`src/rtl/cba_row_streamer_if.sv`:
```
// Row-stream link between the tableau streamer (master) and the conjugation unit (slave).
interface cba_row_streamer_if #(
   parameter int unsigned num_qubit = 4
);

   logic                   start;
   logic                   valid_in;
   logic [1:0]             gate_type;
   logic [31:0]            qubit_pos;
   logic [31:0]            qubit_pos2;
   logic [2*num_qubit-1:0] literal_out;
   logic                   phase_out;
   logic                   valid_out;
   logic [2*num_qubit-1:0] literal_in;
   logic                   phase_in;

   modport master (
      output start, valid_in, gate_type, qubit_pos, qubit_pos2, literal_out, phase_out,
      input  valid_out, literal_in, phase_in
   );

   modport slave (
      input  start, valid_in, gate_type, qubit_pos, qubit_pos2, literal_out, phase_out,
      output valid_out, literal_in, phase_in
   );

endinterface

```
`src/rtl/cba_row_streamer.sv`:
```
// Stabilizer tableau holder: streams every row to the conjugation unit for each queued
// Clifford gate, then writes the returned rows back in place.
module cba_row_streamer #(
   parameter int unsigned num_qubit = 4,
   parameter int unsigned TIMEOUT   = 64
) (
   input  logic                   clk,
   input  logic                   rst,
   input  logic                   gate_valid,
   output logic                   gate_ready,
   input  logic [1:0]             gate_type_in,
   input  logic [31:0]            qubit_pos_in,
   input  logic [31:0]            qubit_pos2_in,
   input  logic                   tab_wr_en,
   input  logic [31:0]            tab_wr_row,
   input  logic [2*num_qubit-1:0] tab_wr_literal,
   input  logic                   tab_wr_phase,
   input  logic [31:0]            tab_rd_row,
   output logic [2*num_qubit-1:0] tab_rd_literal,
   output logic                   tab_rd_phase,
   cba_row_streamer_if.master     unit,
   output logic                   busy,
   output logic                   done,
   output logic                   err_illegal,
   output logic                   err_timeout
);

   localparam int unsigned LW = 2 * num_qubit;
   localparam int unsigned RW = (num_qubit > 1) ? $clog2(num_qubit) : 1;
   localparam int unsigned TW = (TIMEOUT > 1) ? $clog2(TIMEOUT) : 1;
   localparam logic [RW-1:0] LastRow  = RW'(num_qubit - 1);
   localparam logic [TW-1:0] LastTick = TW'(TIMEOUT - 1);

   localparam logic [2:0] StInit    = 3'd0;
   localparam logic [2:0] StReady   = 3'd1;
   localparam logic [2:0] StSend    = 3'd2;
   localparam logic [2:0] StGap     = 3'd3;
   localparam logic [2:0] StCollect = 3'd4;

   logic [2:0]    state_q, state_d;
   logic [RW-1:0] cnt_q, cnt_d;
   logic [TW-1:0] tick_q, tick_d;
   logic          start_q, start_d;
   logic          done_q, done_d;
   logic          illegal_q, illegal_d;
   logic          timeout_q, timeout_d;
   logic [1:0]    gtype_q, gtype_d;
   logic [31:0]   pos_q, pos_d;
   logic [31:0]   pos2_q, pos2_d;

   logic [LW-1:0] lit_q [num_qubit];
   logic          ph_q  [num_qubit];

   logic          host_wr_ok;
   logic          wr_en;
   logic [RW-1:0] wr_row;
   logic [LW-1:0] wr_lit;
   logic          wr_ph;

   assign host_wr_ok = ((state_q == StInit) || (state_q == StReady)) && tab_wr_en &&
                       (tab_wr_row < num_qubit);

   // Next-state, counters, gate latch and the single tableau write port.
   always_comb begin
      state_d   = state_q;
      cnt_d     = cnt_q;
      tick_d    = tick_q;
      start_d   = 1'b0;
      done_d    = 1'b0;
      illegal_d = 1'b0;
      timeout_d = timeout_q;
      gtype_d   = gtype_q;
      pos_d     = pos_q;
      pos2_d    = pos2_q;
      wr_en     = host_wr_ok;
      wr_row    = tab_wr_row[RW-1:0];
      wr_lit    = tab_wr_literal;
      wr_ph     = tab_wr_phase;
      case (state_q)
         StInit: begin
            // The unit reloads itself after each gate, so start is needed once per reset.
            start_d = 1'b1;
            state_d = StReady;
         end
         StReady: begin
            if (gate_valid) begin
               if (gate_type_in == 2'd3) begin
                  illegal_d = 1'b1;
               end else begin
                  gtype_d = gate_type_in;
                  pos_d   = qubit_pos_in;
                  pos2_d  = qubit_pos2_in;
                  cnt_d   = '0;
                  state_d = StSend;
               end
            end
         end
         StSend: begin
            if (cnt_q == LastRow) begin
               cnt_d   = '0;
               state_d = StGap;
            end else begin
               cnt_d = cnt_q + 1'b1;
            end
         end
         StGap: begin
            // valid_in is low here so the unit does not latch a spurious extra row.
            cnt_d   = '0;
            tick_d  = '0;
            state_d = StCollect;
         end
         StCollect: begin
            if (unit.valid_out) begin
               wr_en  = 1'b1;
               wr_row = cnt_q;
               wr_lit = unit.literal_in;
               wr_ph  = unit.phase_in;
               if (cnt_q == LastRow) begin
                  done_d  = 1'b1;
                  state_d = StReady;
               end else begin
                  cnt_d = cnt_q + 1'b1;
               end
            end
            // A final row arriving on the last tick still completes normally.
            if (state_d == StCollect) begin
               if (tick_q == LastTick) begin
                  timeout_d = 1'b1;
                  state_d   = StReady;
               end else begin
                  tick_d = tick_q + 1'b1;
               end
            end
         end
         default: state_d = StInit;
      endcase
   end

   // Control state and registered outputs.
   always_ff @(posedge clk or posedge rst) begin
      if (rst) begin
         state_q   <= StInit;
         cnt_q     <= '0;
         tick_q    <= '0;
         start_q   <= 1'b0;
         done_q    <= 1'b0;
         illegal_q <= 1'b0;
         timeout_q <= 1'b0;
         gtype_q   <= '0;
         pos_q     <= '0;
         pos2_q    <= '0;
      end else begin
         state_q   <= state_d;
         cnt_q     <= cnt_d;
         tick_q    <= tick_d;
         start_q   <= start_d;
         done_q    <= done_d;
         illegal_q <= illegal_d;
         timeout_q <= timeout_d;
         gtype_q   <= gtype_d;
         pos_q     <= pos_d;
         pos2_q    <= pos2_d;
      end
   end

   // Tableau storage, cleared by reset.
   always_ff @(posedge clk or posedge rst) begin
      if (rst) begin
         for (int i = 0; i < int'(num_qubit); i++) begin
            lit_q[i] <= '0;
            ph_q[i]  <= 1'b0;
         end
      end else if (wr_en) begin
         lit_q[wr_row] <= wr_lit;
         ph_q[wr_row]  <= wr_ph;
      end
   end

   // Host read port; out-of-range rows read as zero.
   always_comb begin
      tab_rd_literal = '0;
      tab_rd_phase   = 1'b0;
      if (tab_rd_row < num_qubit) begin
         tab_rd_literal = lit_q[tab_rd_row[RW-1:0]];
         tab_rd_phase   = ph_q[tab_rd_row[RW-1:0]];
      end
   end

   assign gate_ready       = (state_q == StReady);
   assign busy             = (state_q == StSend) || (state_q == StGap) || (state_q == StCollect);
   assign done             = done_q;
   assign err_illegal      = illegal_q;
   assign err_timeout      = timeout_q;

   assign unit.start       = start_q;
   assign unit.valid_in    = (state_q == StSend);
   assign unit.gate_type   = gtype_q;
   assign unit.qubit_pos   = pos_q;
   assign unit.qubit_pos2  = pos2_q;
   assign unit.literal_out = (state_q == StSend) ? lit_q[cnt_q] : '0;
   assign unit.phase_out   = (state_q == StSend) ? ph_q[cnt_q] : 1'b0;

endmodule

```
`src/flat_wrapper.sv`:
```
// flat-port wrapper written by rule: the top's interface ports become plain ports
module cba_row_streamer_flat 
#(
   parameter int unsigned num_qubit = 4,
   parameter int unsigned TIMEOUT   = 64
)
  (clk, rst, gate_valid, gate_ready, gate_type_in, qubit_pos_in, qubit_pos2_in, tab_wr_en, tab_wr_row, tab_wr_literal, tab_wr_phase, tab_rd_row, tab_rd_literal, tab_rd_phase, busy, done, err_illegal, err_timeout, unit_start, unit_valid_in, unit_gate_type, unit_qubit_pos, unit_qubit_pos2, unit_literal_out, unit_phase_out, unit_valid_out, unit_literal_in, unit_phase_in);
  cba_row_streamer_if #(.num_qubit(num_qubit)) unit_i ();
  input  logic clk;
  input  logic rst;
  input  logic gate_valid;
  output logic gate_ready;
  input  logic [1:0] gate_type_in;
  input  logic [31:0] qubit_pos_in;
  input  logic [31:0] qubit_pos2_in;
  input  logic tab_wr_en;
  input  logic [31:0] tab_wr_row;
  input  logic [2*num_qubit-1:0] tab_wr_literal;
  input  logic tab_wr_phase;
  input  logic [31:0] tab_rd_row;
  output logic [2*num_qubit-1:0] tab_rd_literal;
  output logic tab_rd_phase;
  output logic busy;
  output logic done;
  output logic err_illegal;
  output logic err_timeout;
  output wire logic [$bits(unit_i.start)-1:0] unit_start;
  output wire logic [$bits(unit_i.valid_in)-1:0] unit_valid_in;
  output wire logic [$bits(unit_i.gate_type)-1:0] unit_gate_type;
  output wire logic [$bits(unit_i.qubit_pos)-1:0] unit_qubit_pos;
  output wire logic [$bits(unit_i.qubit_pos2)-1:0] unit_qubit_pos2;
  output wire logic [$bits(unit_i.literal_out)-1:0] unit_literal_out;
  output wire logic [$bits(unit_i.phase_out)-1:0] unit_phase_out;
  input wire logic [$bits(unit_i.valid_out)-1:0] unit_valid_out;
  input wire logic [$bits(unit_i.literal_in)-1:0] unit_literal_in;
  input wire logic [$bits(unit_i.phase_in)-1:0] unit_phase_in;
  assign unit_start = unit_i.start;
  assign unit_valid_in = unit_i.valid_in;
  assign unit_gate_type = unit_i.gate_type;
  assign unit_qubit_pos = unit_i.qubit_pos;
  assign unit_qubit_pos2 = unit_i.qubit_pos2;
  assign unit_literal_out = unit_i.literal_out;
  assign unit_phase_out = unit_i.phase_out;
  assign unit_i.valid_out = unit_valid_out;
  assign unit_i.literal_in = unit_literal_in;
  assign unit_i.phase_in = unit_phase_in;
  cba_row_streamer #(.num_qubit(num_qubit), .TIMEOUT(TIMEOUT)) u_core (.clk(clk), .rst(rst), .gate_valid(gate_valid), .gate_ready(gate_ready), .gate_type_in(gate_type_in), .qubit_pos_in(qubit_pos_in), .qubit_pos2_in(qubit_pos2_in), .tab_wr_en(tab_wr_en), .tab_wr_row(tab_wr_row), .tab_wr_literal(tab_wr_literal), .tab_wr_phase(tab_wr_phase), .tab_rd_row(tab_rd_row), .tab_rd_literal(tab_rd_literal), .tab_rd_phase(tab_rd_phase), .unit(unit_i), .busy(busy), .done(done), .err_illegal(err_illegal), .err_timeout(err_timeout));
endmodule
```
`config.mk`:
```
export PLATFORM = sky130hd
export DESIGN_NAME = cba_row_streamer_flat
export DESIGN_NICKNAME = d
export VERILOG_FILES = /design/src/rtl/cba_row_streamer_if.sv /design/src/rtl/cba_row_streamer.sv /design/src/flat_wrapper.sv
export SDC_FILE = /design/constraint.sdc
export NUM_CORES = 1
export LEC_CHECK = 0
export ABC_AREA = 1
export ABC_CLOCK_PERIOD_IN_PS = 4100
export CAP_MARGIN = 20
export CORE_MARGIN = 1.5
export CORE_UTILIZATION = 44
export DETAILED_ROUTE_END_ITERATION = 6
export PLACE_DENSITY = 0.82
export SLEW_MARGIN = 15
export SYNTH_ARGS = -nofsm -noshare
export SYNTH_HDL_FRONTEND = slang
export SYNTH_SLANG_ARGS = --single-unit
```
`constraint.sdc`:
```
create_clock -name clk -period 4.1 [get_ports clk]
set_input_delay 0.615 -clock clk [delete_from_list [all_inputs] [get_ports clk]]
set_output_delay 0.615 -clock clk [all_outputs]
set_load 0.03 [all_outputs]
```
; After elaboration in Yosys (flattened, before gate mapping)
; Cells that the tools add are included.
; Widths: inputs -> output; s select.
[op_classes]
n_lt_le_gt_ge = 6
reduce_logical = 14
addsub = 2
eq_ne = 15
bitwise_logic = 4
mux = 55
[ops]
columns = cell, count
row1 = $mux 8, 9
row2 = $lt 32x3->1 const B, 2
row3 = $bmux 8 s2, 2
row4 = $bwmux 32, 1
row5 = $mux 3, 8
row6 = $mux 1, 18
row7 = $demux 8 s2, 1
row8 = $pmux 3 s5, 1
row9 = $mux 2, 7
row10 = $mux 6, 2
row11 = $pmux 6 s2, 1
row12 = $reduce_and 3->1, 4
row13 = $ne 2x2->1 const B, 5
row14 = $ge 3x3->1 const B, 3
row15 = $not 2->3, 3
row16 = $pmux 2 s4, 1
row17 = $add 6x1->6 const B, 1
row18 = $eq 3x2->1 const B, 2
row19 = $eq 3x3->1 const B, 2
row20 = $eq 6x6->1 const B, 1
row21 = $reduce_and 5->1, 1
row22 = $bmux 1 s2, 2
row23 = $bwmux 4, 1
row24 = $eq 2x2->1 const B, 2
row25 = 11 further kinds, 16
[totals]
output_inout_bits = 91
register_bits = 117
inputBits = 153
elab_cells = 114

; Logic depth before layout (Yosys ltp)
[depth]
depth_word = 8
ltp_mapped = 11
mapped_depth_nobuf = 11

; Worst setup path before layout
; No wires, ideal clock.
[synth_path]
path_type = register to output
startpoint = reg u_core.state_q[2]
endpoint = out unit_literal_out[0]
stages_incl_launch_ff = 6
t_arrival_ps = 2040
setup_slack_ps = 1445
cell_sequence = dfrtp_1 > inv_1 > nand2_1 > nor2_1 > clkinv_1 > a21oi_1
[synth_between]
elab_chain_cells = 2
[synth_lines]
columns = element, line
row1 = "start, declared", cba_row_streamer.sv:40  ; logic [2:0] state_q, state_d;
row2 = "start signal, assigned", cba_row_streamer.sv:142  ; state_q <= StInit;
row3 = "start signal, assigned", cba_row_streamer.sv:153  ; state_q <= state_d;
row4 = $eq 3x2->1, -
row5 = named net unit_valid_in, flat_wrapper.sv:28  ; output wire logic [$bits(unit_i.valid_in)-1:0] unit_valid_in;
row6 = $mux 8, cba_row_streamer.sv:200  ; assign unit.literal_out = (state_q == StSend) ? lit_q[cnt_q] : '0;
row7 = "end, declared", flat_wrapper.sv:32  ; output wire logic [$bits(unit_i.literal_out)-1:0] unit_literal_out;
; The timed path passes the listed nets, and every way through them passes these cells.

; Final worst setup path
[layout_path]
startpoint = in tab_rd_row[25]
endpoint = out tab_rd_literal[6]
[layout_between]
elab_chain_cells = 2
[layout_lines]
columns = element, line
row1 = "start, declared", flat_wrapper.sv:20  ; input logic [31:0] tab_rd_row;
row2 = $lt 32x3->1, cba_row_streamer.sv:183  ; if (tab_rd_row < num_qubit) begin
row3 = $mux 8, cba_row_streamer.sv:183
row4 = "end, declared", flat_wrapper.sv:21  ; output logic [2*num_qubit-1:0] tab_rd_literal;
; Every way passes these cells.

==> results.md <==
* Status: finished clean
* Routed wire length at between 15 and 20 mm
* Fin Setup TNS at 0 ns
* Top Ports at 244
* EDFF count, synth at 0
* RSZ-0062 raised after global routing: false
* Die Wd at about 120 µm
* H-tree depth at 4
* Drt wl/cell at 14.7 µm
* DRC errors left at 0
* Pwr per Cell Area at between 600 and 700 mW/mm²
* CTS tree: done
* P_leak at 4.30 nW
* Number of nets in the layout at about 1100
* Worst slew margin at 0.306
* Clock Pin Slew Worst Setup and Hold Paths at 0.06 ns
* Synth Area in Compound Gates at 0.0874
* Via count at slightly below 6000
* Hold bufs inserted after CTS at 0
* Xor/xnor cell area share of the yosys netlist at 0.00591
* Post-CTS Repair Setup Buffers at 0
* Diodes inserted at 0
* Post-synthesis mux area share at 0
* # rows at between 40 and 50
* Least-Margin Pin Slew at approximately 1.0 ns
* Unique cell type count in the Yosys netlist at 40
* Routability cong. at 0.872
* Worst skew pair latency at between 0.4 and 0.5 ns
* Final Cycle Share at 0.791
* DR vias/cell at 4.99
* Cell with the most instances after synthesis: nand2_1
* Worst Setup Start Kind: primary input
* Num CTS Buffers at 17
* Cts repair resizes at 0
* Synth Area in Adders at 0.00422
* Top cells by area, synth: dfrtp_1, nand2_1, nand3_1
* Final HPWL DP at 12.3 mm
* Critical path type: primary input to primary output
* Hold slack at 0.467 ns
* Main combinational cell family by area after synthesis: simple AND/OR/NAND/NOR gates
* Vias in the first global route at approximately 5600
* YS warnings at 0
* First-pass GRT wire length at 27.8 mm
* Max-cap violations at 0
* Post-Syn Instances at ~740
* Synth Cell Area at 0.00592 mm²
* Pin count of the biggest net entering global routing at 68
* Critical path required time at ~3.5 ns
* Ys flop type: dfrtp_1
* Total global-route track usage at 0.249
* Die H at ~120 µm
* Synth Area in Simple Gates at 0.347
* Area grow syn2layout at 53.8%
* Setup violators final at 0
* Sequential area share after synthesis at 0.494
* Drt pass-1 iters at 4
* Post-synth top area cell: dfrtp_1
* Core Util, Final at 0.691
* Final Hold Fails at 0
* Hold crit path type: register to register
* Max Slew Vio Count at 0
* FMAX at slightly above 300 MHz
* CTS max path bufs at 2
* Most frequent cells after synthesis: nand2_1, dfrtp_1, nand3_1, a21oi_1
* Yosys reg bits at 117
* Final Skew at around 0.0058 ns
* Asr flop ratio synth at 1.00
* Core area at roughly 0.013 mm²
* Max VDD drop at 0.514 mV
* Final min period at around 3.2 ns
* Initial antenna violation count at 0
* Crit end category: primary output
* Syn Area/Cell at roughly 8 µm²
* Share of layout cells above drive strength 1 at 0.0897
* Clk sinks at approximately 120
* Syn nets at ~900
* Starting Density at 0.449
* WP data arrival at roughly 2.6 ns
* Top-area cell type share of the netlist area at 0.494
* PortBufs at approximately 240
* Die Footprint at 0.0142 mm²
* Clk root buf: clkbuf_16
* Final ANT Viol Nets at 0
* GRT overflow at 0
* CP max FO at 9
* 1st-iter DRT viols at 321
[state kept, by name, indices dropped and copies added (netlist names)]
name,flops
u_core.lit_q,32
u_core.unit.start,1
u_core.state_q,3
u_core.unit.qubit_pos,32
u_core.ph_q,4
u_core.done,1
u_core.cnt_q,2
u_core.err_illegal,1
u_core.err_timeout,1
u_core.tick_q,6
u_core.unit.gate_type,2
u_core.unit.qubit_pos2,32
[path summary, 6_finish.rpt]
kind / endpoint / start / slack (ns) / depth (start not counted)
hold / removal: u_core.unit.qubit_pos2[17]$_DFFE_PP0P_ / u_core.unit.qubit_pos2[17]$_DFFE_PP0P_ / 0.47 / 2
setup reg to reg: u_core.lit_q[21]$_DFFE_PP0P_ / u_core.state_q[0]$_DFFE_PP0P_ / 1.99 / 8
setup / recovery: tab_rd_literal[6] / tab_rd_row[25] / 0.86 / 5
min in group asynchronous: u_core.unit.start$_DFF_PP0_ / rst / 0.65 / 2
hold reg to reg: u_core.unit.qubit_pos2[17]$_DFFE_PP0P_ / u_core.unit.qubit_pos2[17]$_DFFE_PP0P_ / 0.47 / 2
max in group asynchronous: u_core.unit.qubit_pos[3]$_DFFE_PP0P_ / rst / 2.67 / 3
[cells by family (layout without fill, tap and decap cells)]
kind of cell,count (synthesis),in the layout
and+or+nand+nor,453,453
DFF,117,117
AOI/OAI and AO/OA,88,88
buffers and inverters,77,328
xor gates and xnor gates,4,4
adders and majority gates,2,2
[per-layer routing]
layer | GRT usage | up-vias | routed length (µm)
li1 | - | 2840 | -
met1 | 0.302 | 2690 | 6680
met2 | 0.417 | 274 | 8460
met3 | 0.0819 | 22 | 1830
met4 | 0.0828 | 0 | 242
met5 | 0 | - | 0
[area by class of cell]
cell class | instances | area (µm²)
clock buffers | 17 | 425
clock inverters | 15 | 205
fillers | 1031 | 4080
inverters | 45 | 184
multi-input cells | 547 | 2640
flip-flops and latches | 117 | 2930
well taps | 176 | 220
repair buffers | 251 | 2510
[layout by cell type (no fill, tap or decap), types with 5 or more instances in the layout]
cell type | Yosys | layout
clkbuf_16 | 0 | 17
nand2_1 | 316 | 316
buf_4 | 2 | 6
nand2_4 | 5 | 5
nand3_1 | 50 | 50
inv_2 | 5 | 5
o21ai_0 | 22 | 22
o211ai_1 | 19 | 19
clkdlybuf4s50_1 | 0 | 243
nor2_1 | 37 | 37
clkinvlp_4 | 0 | 6
nor2_8 | 5 | 5
a21oi_1 | 38 | 38
dfrtp_1 | 117 | 117
inv_1 | 37 | 36
nand2_2 | 20 | 20
[critical path: stages]
cell and delay, ns:
clkdlybuf4s50_1 0.43, nor4_1 0.29, nand4_1 0.35, a21oi_1 0.25, clkdlybuf4s50_1 0.69
[power breakdown]
| group | internal, mW | leakage, nW | switching [mW] |
|---|---|---|---|
| combinational | 1.09 | 2.52 | 1.68 |
| sequential | 1.64 | 1.49 | 0.356 |
| clock | 1.02 | 0.288 | 0.549 |
| total | 3.75 | 4.30 | 2.58 |
[stage by stage]
step	std cells	setup slack, ns	power, mW	instance area (µm²)
global route	1168	0.697	6.71	9110
detailed placement	1135	0.827	4.73	8470
finish	1168	0.856	6.33	9110
CTS	1167	0.716	6.34	9100
floorplan	741	0.384	3.60	5920
global placement	1135	0.819	4.68	8470
Note: power is estimated with default switching activity, not from simulation.
